### src/rtl/bp_eth_pkg.sv
// Shared Ethernet-engine types: BlackParrot config widths, BedRock memory message
// layout, Ethernet command codes and TX state / software status encodings.
package bp_eth_pkg;

  typedef enum logic [1:0] {
    e_bp_default_cfg = 2'd0
  } bp_params_e;

  localparam int unsigned bp_default_paddr_width     = 40;
  localparam int unsigned bp_default_cce_block_width = 512;
  localparam int unsigned bp_default_lce_id_width    = 4;

  function automatic int unsigned bp_paddr_width(input bp_params_e cfg);
    case (cfg)
      e_bp_default_cfg: return bp_default_paddr_width;
      default:          return bp_default_paddr_width;
    endcase
  endfunction

  function automatic int unsigned bp_cce_block_width(input bp_params_e cfg);
    case (cfg)
      e_bp_default_cfg: return bp_default_cce_block_width;
      default:          return bp_default_cce_block_width;
    endcase
  endfunction

  function automatic int unsigned bp_lce_id_width(input bp_params_e cfg);
    case (cfg)
      e_bp_default_cfg: return bp_default_lce_id_width;
      default:          return bp_default_lce_id_width;
    endcase
  endfunction

  typedef enum logic [3:0] {
    e_bedrock_mem_rd    = 4'd0,
    e_bedrock_mem_wr    = 4'd1,
    e_bedrock_mem_uc_rd = 4'd2,
    e_bedrock_mem_uc_wr = 4'd3
  } bp_bedrock_mem_type_e;

  typedef enum logic [3:0] {
    e_bedrock_load  = 4'd0,
    e_bedrock_store = 4'd1
  } bp_bedrock_subop_e;

  typedef enum logic [2:0] {
    e_bedrock_msg_size_1  = 3'd0,
    e_bedrock_msg_size_2  = 3'd1,
    e_bedrock_msg_size_4  = 3'd2,
    e_bedrock_msg_size_8  = 3'd3,
    e_bedrock_msg_size_16 = 3'd4,
    e_bedrock_msg_size_32 = 3'd5,
    e_bedrock_msg_size_64 = 3'd6
  } bp_bedrock_msg_size_e;

  typedef struct packed {
    logic [2:0]                         state;
    logic [2:0]                         way_id;
    logic [bp_default_lce_id_width-1:0] lce_id;
    logic                               prefetch;
    logic                               uncached;
  } bp_bedrock_mem_payload_s;

  typedef struct packed {
    bp_bedrock_mem_payload_s           payload;
    bp_bedrock_msg_size_e              size;
    logic [bp_default_paddr_width-1:0] addr;
    bp_bedrock_subop_e                 subop;
    bp_bedrock_mem_type_e              msg_type;
  } bp_bedrock_mem_header_s;

  typedef struct packed {
    logic [bp_default_cce_block_width-1:0] data;
    bp_bedrock_mem_header_s                header;
  } bp_bedrock_mem_msg_s;

  typedef enum logic [2:0] {
    ETH_CMD_RX_SET_BUF_ADDR = 3'b001,
    ETH_CMD_RX_RECV         = 3'b010,
    ETH_CMD_TX_SET_BUF_ADDR = 3'b011,
    ETH_CMD_TX_SEND         = 3'b100
  } eth_cmd_e;

  typedef enum logic [2:0] {
    E_TX_INIT      = 3'd0,
    E_TX_IDLE      = 3'd1,
    E_TX_READ      = 3'd2,
    E_TX_WAIT_RESP = 3'd3,
    E_TX_STREAM    = 3'd4
  } eth_tx_state_e;

  typedef enum logic [1:0] {
    E_EXT_INIT = 2'b00,
    E_EXT_BUSY = 2'b01,
    E_EXT_IDLE = 2'b10
  } eth_ext_state_e;

endpackage

### src/rtl/to_tx_axis.sv
// Ethernet TX DMA: reads a software buffer one 64-bit word at a time over the
// BedRock uncached interface and streams each word out as one AXIS beat.
module to_tx_axis
  import bp_eth_pkg::*;
  #(parameter  bp_params_e  bp_params_p          = e_bp_default_cfg
   ,localparam int unsigned paddr_width_p        = bp_paddr_width(bp_params_p)
   ,localparam int unsigned cce_block_width_p    = bp_cce_block_width(bp_params_p)
   ,localparam int unsigned lce_id_width_p       = bp_lce_id_width(bp_params_p)
   ,parameter  int unsigned axis_data_width_p    = 64
   ,parameter  int unsigned reg_addr_width_p     = paddr_width_p
   ,parameter  int unsigned eth_tx_state_width_p = 3
   ,parameter  int unsigned eth_cmd_width_p      = 3
   ,localparam int unsigned cce_mem_msg_width_lp = $bits(bp_bedrock_mem_header_s) + cce_block_width_p
   )
  (input  logic                            clk_i
  ,input  logic                            reset_n_i
  ,input  logic [lce_id_width_p-1:0]       lce_id_i
  ,input  logic [eth_cmd_width_p-1:0]      eth_cmd_i
  ,input  logic                            eth_cmd_v_i
  ,input  logic [reg_addr_width_p-1:0]     eth_cmd_arg_i
  ,output logic [cce_mem_msg_width_lp-1:0] io_cmd_o
  ,output logic                            io_cmd_v_o
  ,input  logic                            io_cmd_yumi_i
  ,input  logic [cce_mem_msg_width_lp-1:0] io_resp_i
  ,input  logic                            io_resp_v_i
  ,output logic                            io_resp_ready_o
  ,output logic [axis_data_width_p-1:0]    tx_axis_tdata_o
  ,output logic [7:0]                      tx_axis_tkeep_o
  ,output logic                            tx_axis_tvalid_o
  ,input  logic                            tx_axis_tready_i
  ,output logic                            tx_axis_tlast_o
  ,output logic                            tx_axis_tuser_o
  ,output logic [1:0]                      tx_ext_state_o
  );

  if (axis_data_width_p != 64) begin : g_bad_axis_width
    $error("to_tx_axis supports only a 64-bit AXIS beat");
  end
  if (eth_tx_state_width_p < $bits(eth_tx_state_e)) begin : g_bad_state_width
    $error("to_tx_axis state width too small for the TX state set");
  end
  if (eth_cmd_width_p != $bits(eth_cmd_e)) begin : g_bad_cmd_width
    $error("to_tx_axis command width must match eth_cmd_e");
  end
  if (reg_addr_width_p < 16) begin : g_bad_addr_width
    $error("to_tx_axis buffer address must hold the 16-bit length field");
  end

  eth_tx_state_e state_r, state_n;

  logic [reg_addr_width_p-1:0]  buf_addr_r;
  logic [15:0]                  remaining_r;
  logic [15:0]                  offset_r;
  logic [axis_data_width_p-1:0] beat_r;

  logic        cmd_set, cmd_send;
  logic [15:0] send_len;
  logic        stream_last;
  logic [7:0]  keep_partial;
  logic        buf_en, frame_start, beat_en, beat_advance;

  assign cmd_set     = eth_cmd_v_i && (eth_cmd_i == eth_cmd_width_p'(ETH_CMD_TX_SET_BUF_ADDR));
  assign cmd_send    = eth_cmd_v_i && (eth_cmd_i == eth_cmd_width_p'(ETH_CMD_TX_SEND));
  assign send_len    = eth_cmd_arg_i[15:0];
  assign stream_last = (remaining_r <= 16'd8);
  // Low 'remaining' bytes valid on a short tail beat.
  assign keep_partial = 8'((9'd1 << remaining_r[2:0]) - 9'd1);

  bp_bedrock_mem_msg_s         cmd_msg, resp_msg;
  logic [reg_addr_width_p-1:0] rd_addr;
  logic                        unused_resp_bits;

  assign rd_addr  = buf_addr_r + reg_addr_width_p'(offset_r);
  assign resp_msg = io_resp_i;
  assign unused_resp_bits = ^{resp_msg.header, resp_msg.data[cce_block_width_p-1:axis_data_width_p]};

  always_comb begin
    cmd_msg                        = '0;
    cmd_msg.header.msg_type        = e_bedrock_mem_uc_rd;
    cmd_msg.header.subop           = e_bedrock_load;
    cmd_msg.header.size            = e_bedrock_msg_size_8;
    cmd_msg.header.addr            = paddr_width_p'(rd_addr);
    cmd_msg.header.payload.lce_id  = lce_id_i;
  end

  always_ff @(posedge clk_i or negedge reset_n_i) begin
    if (!reset_n_i) state_r <= E_TX_INIT;
    else            state_r <= state_n;
  end

  always_comb begin
    state_n = state_r;
    case (state_r)
      E_TX_INIT:      if (cmd_set) state_n = E_TX_IDLE;
      E_TX_IDLE:      if (cmd_send && (send_len != 16'd0)) state_n = E_TX_READ;
      E_TX_READ:      if (io_cmd_yumi_i) state_n = E_TX_WAIT_RESP;
      E_TX_WAIT_RESP: if (io_resp_v_i) state_n = E_TX_STREAM;
      E_TX_STREAM:    if (tx_axis_tready_i) state_n = stream_last ? E_TX_IDLE : E_TX_READ;
      default:        state_n = E_TX_INIT;
    endcase
  end

  assign buf_en       = cmd_set && ((state_r == E_TX_INIT) || (state_r == E_TX_IDLE));
  assign frame_start  = cmd_send && (send_len != 16'd0) && (state_r == E_TX_IDLE);
  assign beat_en      = io_resp_v_i && (state_r == E_TX_WAIT_RESP);
  assign beat_advance = tx_axis_tready_i && !stream_last && (state_r == E_TX_STREAM);

  always_ff @(posedge clk_i or negedge reset_n_i) begin
    if (!reset_n_i) begin
      buf_addr_r  <= '0;
      remaining_r <= '0;
      offset_r    <= '0;
    end else begin
      if (buf_en) buf_addr_r <= eth_cmd_arg_i;
      if (frame_start) begin
        remaining_r <= send_len;
        offset_r    <= '0;
      end else if (beat_advance) begin
        remaining_r <= remaining_r - 16'd8;
        offset_r    <= offset_r + 16'd8;
      end
    end
  end

  always_ff @(posedge clk_i or negedge reset_n_i) begin
    if (!reset_n_i)   beat_r <= '0;
    else if (beat_en) beat_r <= resp_msg.data[axis_data_width_p-1:0];
  end

  always_comb begin
    io_cmd_o         = '0;
    io_cmd_v_o       = 1'b0;
    io_resp_ready_o  = 1'b0;
    tx_axis_tdata_o  = '0;
    tx_axis_tkeep_o  = '0;
    tx_axis_tvalid_o = 1'b0;
    tx_axis_tlast_o  = 1'b0;
    tx_ext_state_o   = E_EXT_INIT;
    case (state_r)
      E_TX_INIT: tx_ext_state_o = E_EXT_INIT;
      E_TX_IDLE: tx_ext_state_o = E_EXT_IDLE;
      E_TX_READ: begin
        io_cmd_o       = cmd_msg;
        io_cmd_v_o     = 1'b1;
        tx_ext_state_o = E_EXT_BUSY;
      end
      E_TX_WAIT_RESP: begin
        io_resp_ready_o = 1'b1;
        tx_ext_state_o  = E_EXT_BUSY;
      end
      E_TX_STREAM: begin
        tx_axis_tvalid_o = 1'b1;
        tx_axis_tdata_o  = beat_r;
        tx_axis_tkeep_o  = (remaining_r >= 16'd8) ? 8'hFF : keep_partial;
        tx_axis_tlast_o  = stream_last;
        tx_ext_state_o   = E_EXT_BUSY;
      end
      default: tx_ext_state_o = E_EXT_INIT;
    endcase
  end

  assign tx_axis_tuser_o = 1'b0;

endmodule

### config.mk
export PLATFORM = sky130hd
export DESIGN_NAME = to_tx_axis
export DESIGN_NICKNAME = d
export VERILOG_FILES = /design/src/rtl/bp_eth_pkg.sv /design/src/rtl/to_tx_axis.sv
export SDC_FILE = /design/constraint.sdc
export NUM_CORES = 1
export LEC_CHECK = 0
export CORE_AREA = 5 5 490 492
export DETAILED_ROUTE_END_ITERATION = 16
export DIE_AREA = 0 0 495 497
export REMOVE_ABC_BUFFERS = 1
export SLEW_MARGIN = 20
export SYNTH_ARGS = -nofsm -noshare
export SYNTH_HDL_FRONTEND = slang
export SYNTH_SLANG_ARGS = --single-unit
export TNS_END_PERCENT = 20
### constraint.sdc
create_clock -name clk_i -period 4.2 [get_ports clk_i]
set_input_delay 1.26 -clock clk_i [delete_from_list [all_inputs] [get_ports clk_i]]
set_output_delay 1.26 -clock clk_i [all_outputs]
set_load 0.05 [all_outputs]
==> After elaboration in Yosys (flattened, before gate mapping) <==
Index checks and enable logic that the tools add are counted.
{ "totals": {"register_bits": 139, "in_bits": 628, "out_inout_bits": 654, "elab_cells": 58} }
{ "classes": {"addsub": 4, "order_cmp": 2, "n_eq_ne": 11, "shifts": 1, "mux": 20, "n_reduce_logical": 15} }
{ "op_table": {"columns": ["op", "count"], "rows": [
  ["$mux W16", 4],
  ["$mux W64", 1],
  ["$mux W57", 1],
  ["$add A40 B16 Y40", 1],
  ["$add A16 B4 Y16 const B", 1],
  ["$ge A16 B4 Y1 const B", 1],
  ["$le A16 B4 Y1 const B", 1],
  ["$mux W8", 2],
  ["$reduce_bool A16 Y1", 1],
  ["$sub A16 B4 Y16 const B", 1],
  ["$mux W3", 5],
  ["$pmux W3 S5", 1],
  ["$ne A2 B2 Y1 const B", 5],
  ["$eq A3 B2 Y1 const B", 3],
  ["$logic_and A1 B1 Y1", 8],
  ["$shl A1 B3 Y8 const A", 1],
  ["$sub A8 B1 Y8 const B", 1],
  ["$eq A3 B3 Y1 const B", 2],
  ["$reduce_and A5 Y1", 1],
  ["$mux W1", 4],
  ["$pmux W2 S2", 1],
  ["$eq A3 B1 Y1 const B", 1],
  ["$logic_not A3 Y1", 1],
  ["$reduce_or A3 Y1", 1],
  ["other kinds (4)", 4]
]} }

==> Longest topological paths before layout <==
Gate-level depths: netlist of the first run.
{ "logic_depth": {"ltp_word": 6, "ltp_mapped": 9, "mapped_depth_nobuf": 8} }

==> Worst setup path after synthesis of the first run <==
No wires, ideal clock.
{ "synth_timing": {"path_type": "register -> output", "startpoint": "register offset_r[8]", "endpoint": "output port io_cmd_o[24]", "t_arrival_ps": 3108, "path_slack_ps": -168, "stages_incl_launch_ff": 7, "path_buffers": 0, "cell_sequence": "dfrtp_1 ha_1 a211oi_1 nor2_1 nor4_1 nor4_1 nor4_1"} }
{ "synth_between": {"elab_chain_len": 2} }
{ "synth_rtl": {"columns": ["element", "line", "text"], "rows": [
  ["start, declared", "to_tx_axis.sv:53", "logic [15:0] offset_r;"],
  ["start signal, assigned", "to_tx_axis.sv:120", "offset_r <= offset_r + 16'd8;"],
  ["$add A40 B16 Y40", "to_tx_axis.sv:73", "assign rd_addr = buf_addr_r + reg_addr_width_p'(offset_r);"],
  ["$mux W57", "to_tx_axis.sv:139", "case (state_r)"],
  ["end, declared", "to_tx_axis.sv:21", ",output logic [cce_mem_msg_width_lp-1:0] io_cmd_o"]
]} }
Every way passes these cells.

==> Worst setup path in the final report of the first run <==
{ "layout_timing": {"startpoint": "register offset_r[7]", "endpoint": "output port io_cmd_o[42]"} }
Same word-level chain as after synthesis.

==> flow_summary.ini, run 1 <==
[status]
status = finished with violations
violations = negative setup slack

[critical_path]
cp-end-kind = output port
required_ps = 2940
r2r_start = remaining_r[13]
path_class = flip-flop to output port
cp-start-kind = flip-flop
timing.reg2reg.setup_slack_ps = 1490
worstSetupStartpoint = offset_r[7]
crit_fanout = 37
cp.arrival_ps = 3000

[timing]
fin_crit_sh = 1.01
worst_pin_slew_ps = 832
clock_skew_ps = 21.2
post-route-min-period_ps = 4260
hold_violations = 0
slew_headroom = 0.446
setup_violations = 15
setup_ws_ps = -56.9
rsz0062_at_grt = yes
max_freq_ghz = 0.235
fin_setup_tns_ps = -518
whs_ps = 497
maxSlewViolCount = 0

[drt]
vias = 7981
drc_errors = 0
post_drt_wl_per_cell_um = 9.51
drtPass1Iterations = 4
route.antenna.remaining_nets = 0
wirelength_um = 44600
routed_via_density = 1.70
drt_first_iter_violations = 317

[cts]
clockBufferDepth = 2
cts_made_buffers = 17
cts_tree = built
clock_sinks = 136
htree_levels = 4
clk_latency_ps = 520
clk_pin_slew_ps = 70
root_buffer = clkbuf_16

[worst_hold_path]
holdCritPathClass = flip-flop to flip-flop
hold_path_startpoint = beat_r[29]

[logic_synthesis]
ys_ff_latch = 136
synth_area_sq_um = 11500
yosysUniqueCellTypes = 56
netlist.area_leader.share = 0.347
syn_avg_cell_area_sq_um = 9.14
yosysWarnings = 0
synthCells = 1258
ys_async_sr_fraction = 1.00
synthTopCellsByArea = buf_4, dfrtp_1, mux2_2, and2_1, ha_1
synth_largest_area_cell = buf_4
ys_seq_area_frac = 0.296
yosys_most_used_dff = dfrtp_1
synth_edf_count = 0

[finish]
layout_commonest_cell = conb_1
seq_area_sq_um = 3410
layout-drive-gt1-share = 0.244
final_cell_mix = conb_1, dfrtp_1, buf_12, clkdlybuf4s50_1, mux2_2
area_growth_pct = 57.5
instances_no_fill = 4691
multiInputGateArea_sq_um = 6170
fill_cells = 27400
design_area_sq_um = 18100
layout.nets = 2164

[pwr]
max-vdd-ir-drop_v = 0.000370
design_power_total_w = 0.00741
pwr_density_cell_nw_per_um2 = 409
p_leak_nw = 6.85

[floorplan]
initial_core_util = 0.0490
die_w_um = 495
dieArea_sq_um = 246000
core-area_sq_um = 235000
die_h_um = 497
pin_count = 1282
rows = 178

[placement]
gp_congestion = 0.702
post-dp-hpwl_um = 37300
dpl-instance-area_sq_um = 17200
io_buffers = 241
dp.cells = 4648

[job]
drv_cap = 0

[global_route]
grt_pass1_vias = 7623
grt_use_total = 0.0350
grt_remaining_overflow = 0
antenna_found_initial = 13
grt_max_degree = 70
grt_pass1_wl_um = 59500
-- Yosys cell counts, drive strengths merged, types with 2 or more instances --
cell	n
a31oi	3
o211ai	3
and2	68
a21oi	37
nand2	48
a221o	3
a211o	4
nor2b	4
mux2i	4
or2	4
nand4	10
nor3	12
mux2	103
nor2	43
dfrtp	136
inv	16
and3	14
and4	2
or4	17
ha	15
o22ai	3
or3	14
buf	540
clkbuf	28
o31ai	19
o2111ai	2
nand3	20
xnor2	15
nand2b	6
nor4	16
o21ai	26
o21a	2
xor2	7
a21o	3
a211oi	3
-- where the power goes --
part	internal (W)	total (W)	switching, W
Combinational	0.00109	0.00334	0.00225
Sequential	0.00186	0.00234	0.000478
Clock	0.000900	0.00173	0.000832
-- flip-flops by register name (all words and copies together), names as in the netlist --
signal,count
beat_r,64
buf_addr_r,40
offset_r,13
remaining_r,16
state_r,3
-- critical path: stages, from the launching register on --
cell     delay (ps)
dfrtp_2         440
ha_4            300
inv_1            50
o22ai_2         220
a211o_1         250
a21oi_4          80
buf_12          160
or4_1           530
a21oi_2         220
buf_12          160
-- area by class of cell --
type	count	share of cell area
well taps	3150	0.218
flip-flops and latches	136	0.188
multi-input cells	1066	0.341
inverters	16	0.00331
clock buffers	17	0.0235
clock inverters	15	0.0102
repair buffers	284	0.215
diodes	7	0.000967
-- final timing paths --
| path | end | cells past startpoint |
|---|---|---|
| max | io_cmd_o[42] | 9 |
| min | beat_r[29] | 1 |
| max reg2reg | remaining_r[8] | 7 |
| min reg2reg | beat_r[29] | 1 |
| max in group asynchronous | offset_r[8] | 1 |
| min in group asynchronous | beat_r[60] | 1 |
-- layer usage --
layer,vias to the layer above,share of wire,GRT usage
li1,3686,-,-
met1,3820,0.33,0.0325
met5,-,0.00029,0
met3,26,0.10,0.0145
met4,2,0.026,0.0186
met2,447,0.54,0.0648
-- through the flow --
stage | setup WS, ps | utilization
4_1_cts | -202 | 0.0765
2_1_floorplan | -1730 | -
6_report | -56.9 | 0.0772
3_3_place_gp | 176 | 0.0731
3_5_place_dp | 191 | 0.0731
5_1_grt | -219 | 0.0771
-- cells by family (layout without fill, tap and decap cells) --
family | after synthesis | after routing | synth area share
DFF | 136 | 136 | 0.296
and+or+nand+nor | 281 | 281 | 0.134
AOI/OAI and AO/OA | 112 | 112 | 0.0659
buffers and inverters | 584 | 332 | 0.366
xor gates and xnor gates | 22 | 22 | 0.0168
other | 1 | 536 | 0.000326
adders and majority gates | 15 | 15 | 0.0163
muxes | 107 | 107 | 0.104
-- repair_timing --
action / 4_1_cts / 5_1_grt
pin swaps: 4 / 15
setup endpoints to repair: 28 / 27
hold buffers: 0 / 0
setup buffers: 4 / 0
resized for setup: 28 / 29
No activity file was read; power rests on OpenSTA's default activity.
==> run 2: changes to the inputs <==
--- a/config.mk
+++ b/config.mk
@@ -5,9 +5,12 @@
 export SDC_FILE = /design/constraint.sdc
 export NUM_CORES = 1
 export LEC_CHECK = 0
-export CORE_AREA = 5 5 490 492
+export ABC_AREA = 1
+export CORE_AREA = 5 5 494 496
+export CTS_CLUSTER_SIZE = 25
 export DETAILED_ROUTE_END_ITERATION = 16
-export DIE_AREA = 0 0 495 497
+export DIE_AREA = 0 0 499 501
+export HOLD_SLACK_MARGIN = 0.05
 export REMOVE_ABC_BUFFERS = 1
 export SLEW_MARGIN = 20
 export SYNTH_ARGS = -nofsm -noshare
==> run 2 against run 1 <==
Net effect: the run now ends clean; flip-flop and latch count did not move; critical path type unchanged; worst setup slack improved by 190 ps; sequential power fell by 3%; clock power fell by 5%; global-route usage rose by 0.11 points; cell area fell by 4.5%; first-iteration DRC count rose by 35%; synthesized cell count rose by 36%; routed wire length rose by 8.6%; die area rose by 1.6%.
==> flow_summary.ini, run 2 <==
[job]
drv_cap = 0

[timing]
post-route-min-period_ps = 4070
slew_headroom = 0.479
rsz0062_at_grt = yes
max_freq_ghz = 0.246
fin_crit_sh = 0.968
hold_violations = 0
maxSlewViolCount = 0
clock_skew_ps = 16.8
setup_violations = 0
worst_pin_slew_ps = 780
whs_ps = 490

[critical_path]
path_class = flip-flop to output port
cp-start-kind = flip-flop
cp-end-kind = output port
cp.arrival_ps = 2810
crit_fanout = 5
required_ps = 2940

[drt]
drc_errors = 0
vias = 9724
post_drt_wl_per_cell_um = 9.39
route.antenna.remaining_nets = 0
drtPass1Iterations = 5
routed_via_density = 1.88
drt_first_iter_violations = 427
wirelength_um = 48500

[floorplan]
dieArea_sq_um = 250000
pin_count = 1282
initial_core_util = 0.0507
die_w_um = 499
die_h_um = 501
rows = 180
core-area_sq_um = 239000

[placement]
gp_congestion = 0.830
io_buffers = 241
post-dp-hpwl_um = 41300

[logic_synthesis]
yosysWarnings = 0
synth_area_sq_um = 12100
ys_seq_area_frac = 0.281
netlist.area_leader.share = 0.329
synthSimpleGateAreaFrac = 0.207
syn_avg_cell_area_sq_um = 7.10
ys_async_sr_fraction = 1.00
yosys_most_used_dff = dfrtp_1
synthTopCellsByArea = buf_4, dfrtp_1, nand2_1, nor2_1, inv_1
synth_common_cells = buf_4, nand2_1, nor2_1
synth_top_family_by_area = buffers and inverters
synth_edf_count = 0
synth_xor_area_frac = 0.0188
synth_compound_area_frac = 0.0636
yosysUniqueCellTypes = 37
muxShareOfSynthArea = 0.0129
synth_largest_area_cell = buf_4
ys_ff_latch = 136
synthAdderAreaFrac = 0.0155
synthCells = 1707
yosysMostFrequentCell = buf_4

[finish]
layout-drive-gt1-share = 0.0843
top_regs = beat_r (64), buf_addr_r (40), remaining_r (16)
area_growth_pct = 42.7
layout_commonest_cell = conb_1
largest-register = beat_r
final_cell_mix = conb_1, nand2_1, nor2_1, clkdlybuf4s50_1, inv_1
largest_register_ffs = 64
layout.nets = 2598

[pwr]
p_leak_nw = 7.71
max-vdd-ir-drop_v = 0.000350
pwr_density_cell_nw_per_um2 = 512
design_power_total_w = 0.00885

[global_route]
grt_pass1_vias = 8786
grt_max_degree = 59
grt_use_total = 0.0361
antenna_found_initial = 22
grt_remaining_overflow = 0
grt_pass1_wl_um = 63200

[cts]
postCtsSetupBuffers = 0
clock_sinks = 136
clk_pin_slew_ps = 70
htree_levels = 4
cts_tree = built
root_buffer = clkbuf_16
clk_latency_ps = 480
cts_hold_buffers = 0
cts_made_buffers = 17
clockBufferDepth = 2

[status]
status = finished clean

[worst_hold_path]
holdCritPathClass = flip-flop to flip-flop
[run 2: changes by cell type in the layout (fill, tap and decap cells not counted), sizes merged, moves of 17 or more]
cell / before / now
nand2: 48 / 267
a21oi: 37 / 98
nor2: 43 / 242
clkdlybuf4s50: 115 / 179
inv: 24 / 183
o21ai: 26 / 49
buf: 169 / 93
nand3: 20 / 61
mux2: 103 / 13
or4: 17 / 0
o31ai: 19 / 2
and2: 68 / 0
[run 2: logic make-up (layout without fill, tap and decap cells)]
family,after synthesis,after routing
buf+inv,753,486
simple gates,610,610
compound gates,152,152
flops,136,136
xor+xnor,26,26
fa+ha+maj,15,15
mux,14,14
other cells,1,538
[run 2: cell type report]
| type | instances | area (sq um) |
|---|---|---|
| fillers | 28300 | 222000 |
| well taps | 3185 | 3990 |
| multi-input cells | 1346 | 5900 |
| flip-flops and latches | 136 | 3400 |
| diodes | 9 | 22.5 |
| repair buffers | 272 | 2700 |
| clock buffers | 19 | 443 |
| inverters | 182 | 684 |
| clock inverters | 13 | 169 |
[run 2: power breakdown]
group / switching (W) / total [W] / internal [W] / leakage, nW
logic: 0.00368 / 0.00493 / 0.00125 / 5.85
registers: 0.000413 / 0.00227 / 0.00186 / 1.58
clock network: 0.000695 / 0.00165 / 0.000953 / 0.286
total: 0.00479 / 0.00885 / 0.00407 / 7.71
[run 2: worst max-delay path: stages, from the launching register on]
cell,delay [ps]
dfrtp_1,450
ha_1,390
nand2_1,140
nor2_1,270
nand3_1,140
nand3_2,170
nand2_1,80
nand2_1,170
a21oi_1,110
nor2_2,190
buf_4,230
[run 2: through the flow]
stage               setup TNS (ps)  utilization  instances  instance area [sq um]  setup slack (ps)
floorplan                   -98850            -       1664                   9920             -2800
global placement                 0       0.0694       5121                  16600               427
detailed placement               0       0.0694       5121                  16600               434
CTS                              0       0.0720       5153                  17200              4.04
global route                 -14.1       0.0723       5157                  17300             -7.67
finish                           0       0.0723       5162                  17300               133
[run 2: path summary, 6_finish.rpt]
check	end	slack (ps)	startpoint	cells past startpoint
worst max-delay path	io_cmd_o[41]	130	offset_r[12]	10
worst min-delay path	buf_addr_r[2]	490	buf_addr_r[2]	2
worst max register to register	state_r[0]	1990	state_r[2]	10
worst min register to register	buf_addr_r[2]	490	buf_addr_r[2]	2
max in group asynchronous	buf_addr_r[37]	2600	reset_n_i	2
min in group asynchronous	beat_r[51]	760	reset_n_i	1
[run 2: timing repair]
item                       4_1_cts  5_1_grt
setup endpoints to repair        2       14
pin swaps                        0        1
cloned                           0        0
resized for setup                4       15
[run 2: layer usage]
metal	GRT usage	share of wire
met1	0.0326	0.32
met2	0.0699	0.54
met3	0.00921	0.073
met4	0.0248	0.058
met5	0	0.00035
